[src/rtl/mem_xfer_arbiter.sv]
// Arbitrates the memory-transfer start interface between the AHB and CSR requesters.
// Issues one transfer at a time, tracks the cs_n window and enforces a cs_n-high gap.
module mem_xfer_arbiter #(
  parameter int AHB_ADDR_WIDTH = 32,
  parameter int TO_CYCLES      = 255
) (
  input  logic                      mem_clk,
  input  logic                      reset_n,
  input  logic                      ahb_req,
  input  logic [AHB_ADDR_WIDTH-1:0] ahb_addr,
  input  logic                      ahb_wr_rd,
  input  logic [7:0]                ahb_len,
  input  logic                      csr_req,
  input  logic                      csr_prio,
  input  logic [4:0]                cs_high,
  input  logic                      cs_n,
  input  logic                      ahb_start_mem_xfer_ack,
  input  logic                      csr_start_mem_xfer_ack,
  output logic                      ahb_start_mem_xfer,
  output logic                      csr_start_mem_xfer,
  output logic [AHB_ADDR_WIDTH-1:0] addr_mem_xfer,
  output logic                      xfer_wr_rd,
  output logic [7:0]                xfer_ahb_len,
  output logic                      ahb_gnt,
  output logic                      csr_gnt,
  output logic [1:0]                arb_owner,
  output logic                      arb_busy,
  output logic                      xfer_timeout,
  output logic [2:0]                dbg_state
);

  // Handshake: a req is a level held until its gnt pulse; a start is a level held
  // until its own ack is sampled high; acks for the other requester are ignored.
  typedef enum logic [2:0] {
    S_IDLE    = 3'd0,
    S_ISSUE   = 3'd1,
    S_WAIT_CS = 3'd2,
    S_ACTIVE  = 3'd3,
    S_GAP     = 3'd4
  } state_t;

  localparam logic [1:0] OWN_NONE = 2'b00;
  localparam logic [1:0] OWN_AHB  = 2'b01;
  localparam logic [1:0] OWN_CSR  = 2'b10;
  localparam logic [7:0] TO_LIMIT = 8'(TO_CYCLES);

  state_t                    r_state, w_state_nxt;
  logic                      r_ahb_start, w_ahb_start_nxt;
  logic                      r_csr_start, w_csr_start_nxt;
  logic [AHB_ADDR_WIDTH-1:0] r_addr, w_addr_nxt;
  logic                      r_wr_rd, w_wr_rd_nxt;
  logic [7:0]                r_len, w_len_nxt;
  logic                      r_ahb_gnt, w_ahb_gnt_nxt;
  logic                      r_csr_gnt, w_csr_gnt_nxt;
  logic [1:0]                r_owner, w_owner_nxt;
  logic                      r_busy, w_busy_nxt;
  logic                      r_timeout, w_timeout_nxt;
  logic [7:0]                r_wdog, w_wdog_nxt;
  logic [4:0]                r_gap, w_gap_nxt;
  logic                      r_last_csr, w_last_csr_nxt;
  logic                      w_csr_wins;
  logic                      w_ack_match;

  // Last owner resets to CSR so that AHB takes the first round-robin tie.
  assign w_csr_wins  = csr_req && (csr_prio || !ahb_req || !r_last_csr);
  assign w_ack_match = ((r_owner == OWN_AHB) && ahb_start_mem_xfer_ack) ||
                       ((r_owner == OWN_CSR) && csr_start_mem_xfer_ack);

  always_ff @(posedge mem_clk or negedge reset_n) begin
    if (!reset_n) begin
      r_state     <= S_IDLE;
      r_ahb_start <= 1'b0;
      r_csr_start <= 1'b0;
      r_addr      <= '0;
      r_wr_rd     <= 1'b0;
      r_len       <= 8'd0;
      r_ahb_gnt   <= 1'b0;
      r_csr_gnt   <= 1'b0;
      r_owner     <= OWN_NONE;
      r_busy      <= 1'b0;
      r_timeout   <= 1'b0;
      r_wdog      <= 8'd0;
      r_gap       <= 5'd0;
      r_last_csr  <= 1'b1;
    end else begin
      r_state     <= w_state_nxt;
      r_ahb_start <= w_ahb_start_nxt;
      r_csr_start <= w_csr_start_nxt;
      r_addr      <= w_addr_nxt;
      r_wr_rd     <= w_wr_rd_nxt;
      r_len       <= w_len_nxt;
      r_ahb_gnt   <= w_ahb_gnt_nxt;
      r_csr_gnt   <= w_csr_gnt_nxt;
      r_owner     <= w_owner_nxt;
      r_busy      <= w_busy_nxt;
      r_timeout   <= w_timeout_nxt;
      r_wdog      <= w_wdog_nxt;
      r_gap       <= w_gap_nxt;
      r_last_csr  <= w_last_csr_nxt;
    end
  end

  always_comb begin
    w_state_nxt = r_state;
    case (r_state)
      S_IDLE:    if (ahb_req || csr_req) w_state_nxt = S_ISSUE;
      S_ISSUE:   if (w_ack_match) w_state_nxt = S_WAIT_CS;
      S_WAIT_CS: begin
        if (!cs_n)                     w_state_nxt = S_ACTIVE;
        else if (r_wdog == TO_LIMIT)   w_state_nxt = S_GAP;
      end
      S_ACTIVE:  if (cs_n) w_state_nxt = S_GAP;
      S_GAP:     if (r_gap == 5'd0) w_state_nxt = S_IDLE;
      default:   w_state_nxt = S_IDLE;
    endcase
  end

  // Outputs are computed one cycle ahead and registered.
  always_comb begin
    w_ahb_start_nxt = 1'b0;
    w_csr_start_nxt = 1'b0;
    w_addr_nxt      = r_addr;
    w_wr_rd_nxt     = r_wr_rd;
    w_len_nxt       = r_len;
    w_ahb_gnt_nxt   = 1'b0;
    w_csr_gnt_nxt   = 1'b0;
    w_owner_nxt     = r_owner;
    w_busy_nxt      = (w_state_nxt != S_IDLE);
    w_timeout_nxt   = 1'b0;
    w_wdog_nxt      = r_wdog;
    w_gap_nxt       = r_gap;
    w_last_csr_nxt  = r_last_csr;
    case (r_state)
      S_IDLE: begin
        if (ahb_req || csr_req) begin
          if (w_csr_wins) begin
            w_owner_nxt     = OWN_CSR;
            w_csr_start_nxt = 1'b1;
          end else begin
            w_owner_nxt     = OWN_AHB;
            w_ahb_start_nxt = 1'b1;
            w_addr_nxt      = ahb_addr;
            w_wr_rd_nxt     = ahb_wr_rd;
            w_len_nxt       = ahb_len;
          end
        end
      end
      S_ISSUE: begin
        if (w_ack_match) begin
          w_ahb_gnt_nxt = (r_owner == OWN_AHB);
          w_csr_gnt_nxt = (r_owner == OWN_CSR);
          w_wdog_nxt    = 8'd0;
        end else begin
          w_ahb_start_nxt = (r_owner == OWN_AHB);
          w_csr_start_nxt = (r_owner == OWN_CSR);
        end
      end
      S_WAIT_CS: begin
        if (cs_n) begin
          if (r_wdog == TO_LIMIT) begin
            w_timeout_nxt = 1'b1;
            w_gap_nxt     = cs_high;
          end else begin
            w_wdog_nxt = r_wdog + 8'd1;
          end
        end
      end
      S_ACTIVE: if (cs_n) w_gap_nxt = cs_high;
      S_GAP: begin
        if (r_gap == 5'd0) begin
          w_owner_nxt    = OWN_NONE;
          w_last_csr_nxt = (r_owner == OWN_CSR);
        end else begin
          w_gap_nxt = r_gap - 5'd1;
        end
      end
      default: ;
    endcase
  end

  assign ahb_start_mem_xfer = r_ahb_start;
  assign csr_start_mem_xfer = r_csr_start;
  assign addr_mem_xfer      = r_addr;
  assign xfer_wr_rd         = r_wr_rd;
  assign xfer_ahb_len       = r_len;
  assign ahb_gnt            = r_ahb_gnt;
  assign csr_gnt            = r_csr_gnt;
  assign arb_owner          = r_owner;
  assign arb_busy           = r_busy;
  assign xfer_timeout       = r_timeout;
  assign dbg_state          = r_state;

endmodule

[config.mk]
export PLATFORM = sky130hd
export DESIGN_NAME = mem_xfer_arbiter
export DESIGN_NICKNAME = d
export VERILOG_FILES = /design/src/rtl/mem_xfer_arbiter.sv
export SDC_FILE = /design/constraint.sdc
export NUM_CORES = 1
export LEC_CHECK = 0
export BUFFER_PORTS_ARGS = -buffer_cell sky130_fd_sc_hd__buf_4
export CAP_MARGIN = 20
export CELL_PAD_IN_SITES_DETAIL_PLACEMENT = 1
export CELL_PAD_IN_SITES_GLOBAL_PLACEMENT = 2
export CORE_MARGIN = 2
export CORE_UTILIZATION = 31
export CTS_CLUSTER_DIAMETER = 120
export DETAILED_ROUTE_END_ITERATION = 12
export PLACE_DENSITY = 0.89
export SYNTH_ARGS = -nofsm -noshare
export SYNTH_HDL_FRONTEND = slang
export SYNTH_SLANG_ARGS = --single-unit
[constraint.sdc]
create_clock -name mem_clk -period 2.2 [get_ports mem_clk]
set_input_delay 0.22 -clock mem_clk [delete_from_list [all_inputs] [get_ports mem_clk]]
set_output_delay 0.22 -clock mem_clk [all_outputs]
set_load 0.005 [all_outputs]
==> results of run 1 <==
-- cells in the mapped netlist, types with 2 or more instances --
cell      count  share of area, %
o211ai_1      9               2.3
clkbuf_1      2              0.26
nor2_1        3              0.39
ha_1          3               1.3
nand3_1       9               1.6
a22o_1        3              0.91
nor3_1        5              0.87
buf_4         2              0.52
nor3b_1       3              0.78
nor2b_1       3              0.65
o21ai_0       6               1.0
o22ai_1       3              0.65
buf_2         6               1.0
dfrtp_1      65                56
and3b_1       2              0.61
mux2_2       38                15
nand2b_1      4              0.87
mux2_1        5               1.9
and2_1        2              0.43
and3_1        2              0.43
nand2_1      21               2.7
inv_1         5              0.65
or4_1         4               1.0
nand4_1       2              0.43
o41ai_1       2              0.61
-- final cells by class --
class	count	area (sq um)	area share (%)
Clock buffer	10	128	3.11
Clock inverter	6	115	2.80
Inverter	5	18.8	0.457
Timing Repair Buffer	116	886	21.6
Multi-Input combinational cell	147	1170	28.4
Tap cell	111	139	3.38
Sequential cell	66	1650	40.3
-- logic make-up (layout without fill, tap and decap cells) --
group	Yosys count	after routing	share of synthesized area, %
multiplexers	44	44	17.1
adder cells (fa/ha/maj)	3	3	1.30
AND/OR/NAND/NOR	68	68	13.6
buffers and inverters	15	137	2.47
AO/OA/AOI/OAI	32	32	8.28
flip-flops	66	66	57.2
-- critical path, cell delays in order (launching register included) --
cell and delay (ns):
dfrtp_1 0.39, inv_1 0.12, ha_1 0.15, nor4b_2 0.35, o22ai_4 0.16, or2_1 0.25
buf_4 0.17, a22o_1 0.20
-- stage by stage --
step | power, uW | area (sq um) | setup WS (ns) | hold WS (ns) | util (%)
2_1_floorplan | 3100 | 2890 | 0.301 | -0.0756 | -
3_3_place_gp | 4150 | 3850 | 0.368 | 0.375 | 42.1
3_5_place_dp | 4250 | 3850 | 0.310 | 0.378 | 42.1
4_1_cts | 5510 | 4110 | 0.266 | 0.0736 | 44.9
5_1_grt | 5790 | 4110 | 0.148 | 0.0893 | 44.9
6_report | 5410 | 4110 | 0.297 | 0.0956 | 44.9
-- metal layers --
layer / share of wire (%) / up-vias / global-route usage, % / wire length (um)
met5: 0 / - / 0 / 0
met4: 1.4 / 0 / 5.16 / 101
met3: 5.4 / 8 / 3.95 / 385
met2: 51 / 71 / 25.1 / 3620
met1: 43 / 1105 / 18.4 / 3060
li1: - / 1067 / - / -
-- state kept, by name, indices dropped and copies added, names as in the netlist --
signal / flops
addr_mem_xfer: 32
ahb_gnt: 1
ahb_start_mem_xfer: 1
arb_busy: 1
arb_owner: 2
csr_gnt: 1
csr_start_mem_xfer: 1
dbg_state: 3
r_gap: 5
r_last_csr: 1
r_wdog: 8
xfer_ahb_len: 8
xfer_timeout: 1
xfer_wr_rd: 1
-- worst min-delay path by stage --
stage / from / end / cells past startpoint
final: ahb_start_mem_xfer_ack / ahb_start_mem_xfer / 2
after global routing: ahb_addr[10] / addr_mem_xfer[10] / 2
after CTS: ahb_start_mem_xfer_ack / ahb_start_mem_xfer / 2
after detailed placement: reset_n / addr_mem_xfer[22] / 1
after global placement: reset_n / addr_mem_xfer[22] / 1
after floorplan: reset_n / addr_mem_xfer[0] / 0
-- power breakdown --
part	switching, uW	internal (uW)
clock network	466	757
registers	372	1740
logic	796	1270
==> impl_metrics.csv, run 1 <==
group,metric,value,unit
run_status,status,"finished clean",
die,io_pins,106,
detailed_routing,routed_wl,7.17,mm
die,core_area,9150,sq um
synthesis,synthCells,228,
critical_path,r2r_setup_slack,0.30,ns
die,fp.dieH,101,um
timing,worst_slew_pin_slew,0.836,ns
die,initial_core_util,31.6,%
synthesis,syn_area,2890,sq um
synthesis,synth_ff_type,"dfrtp_1",
clock_tree,cts_hold_buf,1,
critical_path,r2r-start,"r_gap[0]",
timing,rsz0062_at_grt,"no",
die,die_x,101,um
finish,n_fill_cell,1018,
critical_path,endpoint,"r_gap[2]",
power,leakagePower,0.00194,uW
die,fp-row-count,35,
placed_design,dp.cells,444,
die,die_area,10100,sq um
run,maxCapViolCount,0,
critical_path,crit_path_end_kind,"flip-flop",
clock_tree,cts_buffer_depth,2,
critical_path,path_class,"reg2reg",
clock_tree,cts_inserted_buffers,9,
clock_tree,clk_pin_slew,0.07,ns
placed_design,hpwl,5.41,mm
finish,instances_no_fill,461,
clock_tree,numClockSinks,66,
clock_tree,cts.repair.resized,0,
detailed_routing,drtAntennaViolNets,0,
clock_tree,clk_latency,0.34,ns
clock_tree,cts_setup_buffers,0,
power,powerDensity,1320,nW/um^2
synthesis,syn_avg_cell_area,12.7,sq um
critical_path,start_kind,"flip-flop",
critical_path,cp_max_fo,6,
synthesis,synth-seq-area-share,57.2,%
timing,finalHoldViolCount,0,
detailed_routing,routed-via-count,2251,
detailed_routing,drt_iter0_markers,43,
detailed_routing,via_per_inst,4.88,
critical_path,ff2ff_path_depth,7,
clock_tree,cts_tree,"yes",
finish,final_layout_size_suffix_gt1_share,50.3,%
finish,nets,402,
detailed_routing,wire_per_inst,15.5,um
finish,final_common_cell,"buf_4",
timing,tns,0,ns
synthesis,yosys_warnings,0,
finish,areaGrowthSynthToFinish,42.2,%
timing,slew_headroom,44.3,%
placed_design,place.gp.congestion,0.725,
grt,grtUsageTotal,14.9,%
clock_tree,cts_htree_levels,3,
detailed_routing,drc,0,
detailed_routing,dr.pass1.iters,4,
critical_path,cp.required,2.42,ns
finish,antenna_cells,0,
synthesis,ys_async_sr_fraction,100,%
timing,drv_slew,0,
synthesis,synth-edff-count,0,
grt,grt_remaining_overflow,0,
synthesis,syn_nets,285,
hold_path,min_path_type,"in2reg",
grt,grt_pass1_vias,2286,
timing,fin_worst_skew,0.00801,ns
placed_design,io_buffers,105,
synthesis,ys_types,44,
grt,grt_max_degree,67,
timing,max_freq,525,MHz
grt,antenna_found_initial,0,
clock_tree,cts_root_buf,"clkbuf_8",
timing,finalCritPeriodShare,86.5,%
critical_path,startpoint,"r_gap[0]",
finish,layout_common_cells,"114 x buf_4, 65 x dfrtp_1, 38 x mux2_2",
timing,setup_violations,0,
critical_path,arrival,2.12,ns
critical_path,timing.rr.end,"r_gap[2]",
synthesis,ys_seq_elements,66,
power,ir_drop,0.362,mV
grt,grt_pass1_wl,11.6,mm
timing,finalCriticalPeriod,1.90,ns
Power figures use the tool's default switching activity.
==> run 2: changes to the inputs <==
--- a/config.mk
+++ b/config.mk
@@ -10,10 +10,10 @@
 export CELL_PAD_IN_SITES_DETAIL_PLACEMENT = 1
 export CELL_PAD_IN_SITES_GLOBAL_PLACEMENT = 2
 export CORE_MARGIN = 2
-export CORE_UTILIZATION = 31
+export CORE_UTILIZATION = 25
 export CTS_CLUSTER_DIAMETER = 120
 export DETAILED_ROUTE_END_ITERATION = 12
-export PLACE_DENSITY = 0.89
+export PLACE_DENSITY = 0.76
 export SYNTH_ARGS = -nofsm -noshare
 export SYNTH_HDL_FRONTEND = slang
 export SYNTH_SLANG_ARGS = --single-unit
==> run 2 against run 1 <==
Compared with the run above: total power is 2.6% higher; worst setup slack worse by 0.11 ns; die area is 23% higher; wire length is 3.7% higher; global-route usage is 2.4 points lower; critical path depth is 1 lower; largest power group unchanged; maximum frequency is 5.5% lower; first-iteration DRC count is 16% higher; register-to-register slack worse by 0.11 ns; sequential power hardly changed; critical path type unchanged.
==> impl_metrics.csv, run 2 (same netlist as run 1, synthesis figures left out) <==
group,metric,value,unit
grt,grt_pass1_wl,12.3,mm
finish,nets,399,
grt,antenna_found_initial,0,
detailed_routing,drtAntennaViolNets,0,
grt,grt_pass1_vias,2390,
detailed_routing,via_per_inst,4.56,
finish,largest_reg_flops,32,
critical_path,r2r-start,"r_gap[0]",
critical_path,startpoint,"r_gap[0]",
critical_path,r2r_setup_slack,0.19,ns
critical_path,arrival,2.22,ns
grt,grtUsageTotal,12.4,%
placed_design,post-place-ws,0.165,ns
die,io_pins,106,
finish,seq_area,1650,sq um
detailed_routing,drt_iter0_markers,50,
clock_tree,cts_htree_levels,3,
finish,n_fill_cell,1250,
critical_path,path_class,"reg2reg",
timing,rsz0062_at_grt,"no",
critical_path,cpPeakStageDelay,0.38,ns
run_status,status,"finished clean",
detailed_routing,dr.pass1.iters,4,
detailed_routing,routed_wl,7.43,mm
timing,max_freq,496,MHz
placed_design,place.gp.congestion,0.764,
placed_design,hpwl,5.55,mm
die,core_area,11300,sq um
power,leakagePower,0.00195,uW
placed_design,io_buffers,105,
timing,setup_violations,0,
power,power.total,5550,uW
timing,tns,0,ns
die,fp.dieH,111,um
critical_path,slowest_stage,"dfrtp_1",
critical_path,cp_max_fo,7,
clock_tree,cts_hold_buf,0,
timing,drv_slew,0,
finish,layout_common_cells,"112 x buf_4, 65 x dfrtp_1, 38 x mux2_2",
clock_tree,clk_pin_slew,0.05,ns
die,fp-row-count,39,
power,ir_drop,0.489,mV
critical_path,path_cells,"inv_1 -> ha_1 -> nor4b_2 -> o22ai_4 -> or2_1 -> mux2_1",
grt,grt_max_degree,67,
hold_path,min_path_type,"in2async",
finish,multi_input_area,1170,sq um
timing,layout_setup_ws,0.185,ns
timing,fin_worst_skew,0.00721,ns
detailed_routing,drc,0,
timing,worst_slew_pin_slew,0.865,ns
clock_tree,cts_root_buf,"clkbuf_16",
die,die_area,12400,sq um
timing,slew_headroom,42.3,%
timing,finalCriticalPeriod,2.01,ns
finish,instances_no_fill,489,
critical_path,crit_path_end_kind,"flip-flop",
power,powerDensity,1330,nW/um^2
clock_tree,cts_setup_buffers,0,
clock_tree,cts.repair.resized,0,
finish,post-route-util,36.8,%
timing,finalHoldViolCount,0,
critical_path,cp.required,2.40,ns
clock_tree,numClockSinks,66,
die,die_x,111,um
clock_tree,cts_tree,"yes",
critical_path,start_kind,"flip-flop",
finish,antenna_cells,0,
run,maxCapViolCount,0,
finish,areaGrowthSynthToFinish,44.2,%
detailed_routing,wire_per_inst,15.2,um
finish,final_layout_size_suffix_gt1_share,49.7,%
finish,final_common_cell,"buf_4",
clock_tree,cts_buffer_depth,2,
detailed_routing,routed-via-count,2230,
die,initial_core_util,25.5,%
grt,grt_remaining_overflow,0,
clock_tree,cts_inserted_buffers,9,
placed_design,dp.cells,474,
timing,finalCritPeriodShare,91.6,%
clock_tree,clk_latency,0.32,ns
run 2: layout make-up:
type	count	share of cell area, %
inverters	5	0.451
repair buffers	113	20.7
multi-input cells	147	28.0
clock inverters	3	0.962
flip-flops and latches	66	39.7
well taps	143	4.30
clock buffers	12	5.92
run 2: per-layer routing:
| layer | track usage [%] | routed length (um) |
|---|---|---|
| met4 | 3.95 | 69 |
| met3 | 3.54 | 381 |
| met1 | 16.2 | 3290 |
| met5 | 0 | 0 |
| met2 | 20.2 | 3690 |
run 2: metrics by stage:
stage / cell area (sq um) / hold WS, ns
global placement: 3880 / 0.380
detailed placement: 3880 / 0.398
global route: 4160 / 0.0932
finish: 4160 / 0.0200
floorplan: 2890 / -0.0756
CTS: 4160 / 0.0496
run 2: worst max-delay path, delay by kind of cell (launching register included):
kind	cells	cell delay, ns
buffers and inverters	1	0.13
adder cells (fa/ha/maj)	1	0.16
flip-flops	1	0.38
AO/OA/AOI/OAI	1	0.17
AND/OR/NAND/NOR	2	0.72
multiplexers	1	0.34
run 2: power by group:
part / internal (uW) / total (uW) / switching [uW]
Clock: 897 / 1370 / 473
Combinational: 1260 / 2080 / 819
Sequential: 1750 / 2090 / 345
Total: 3910 / 5550 / 1640
run 2: final timing paths:
kind	cells past startpoint	to
min reg2reg	1	addr_mem_xfer[26]
max reg2reg	6	r_gap[1]
min in group mem_clk	2	ahb_start_mem_xfer
max	6	r_gap[1]
max in group asynchronous	1	addr_mem_xfer[4]
min	1	addr_mem_xfer[20]
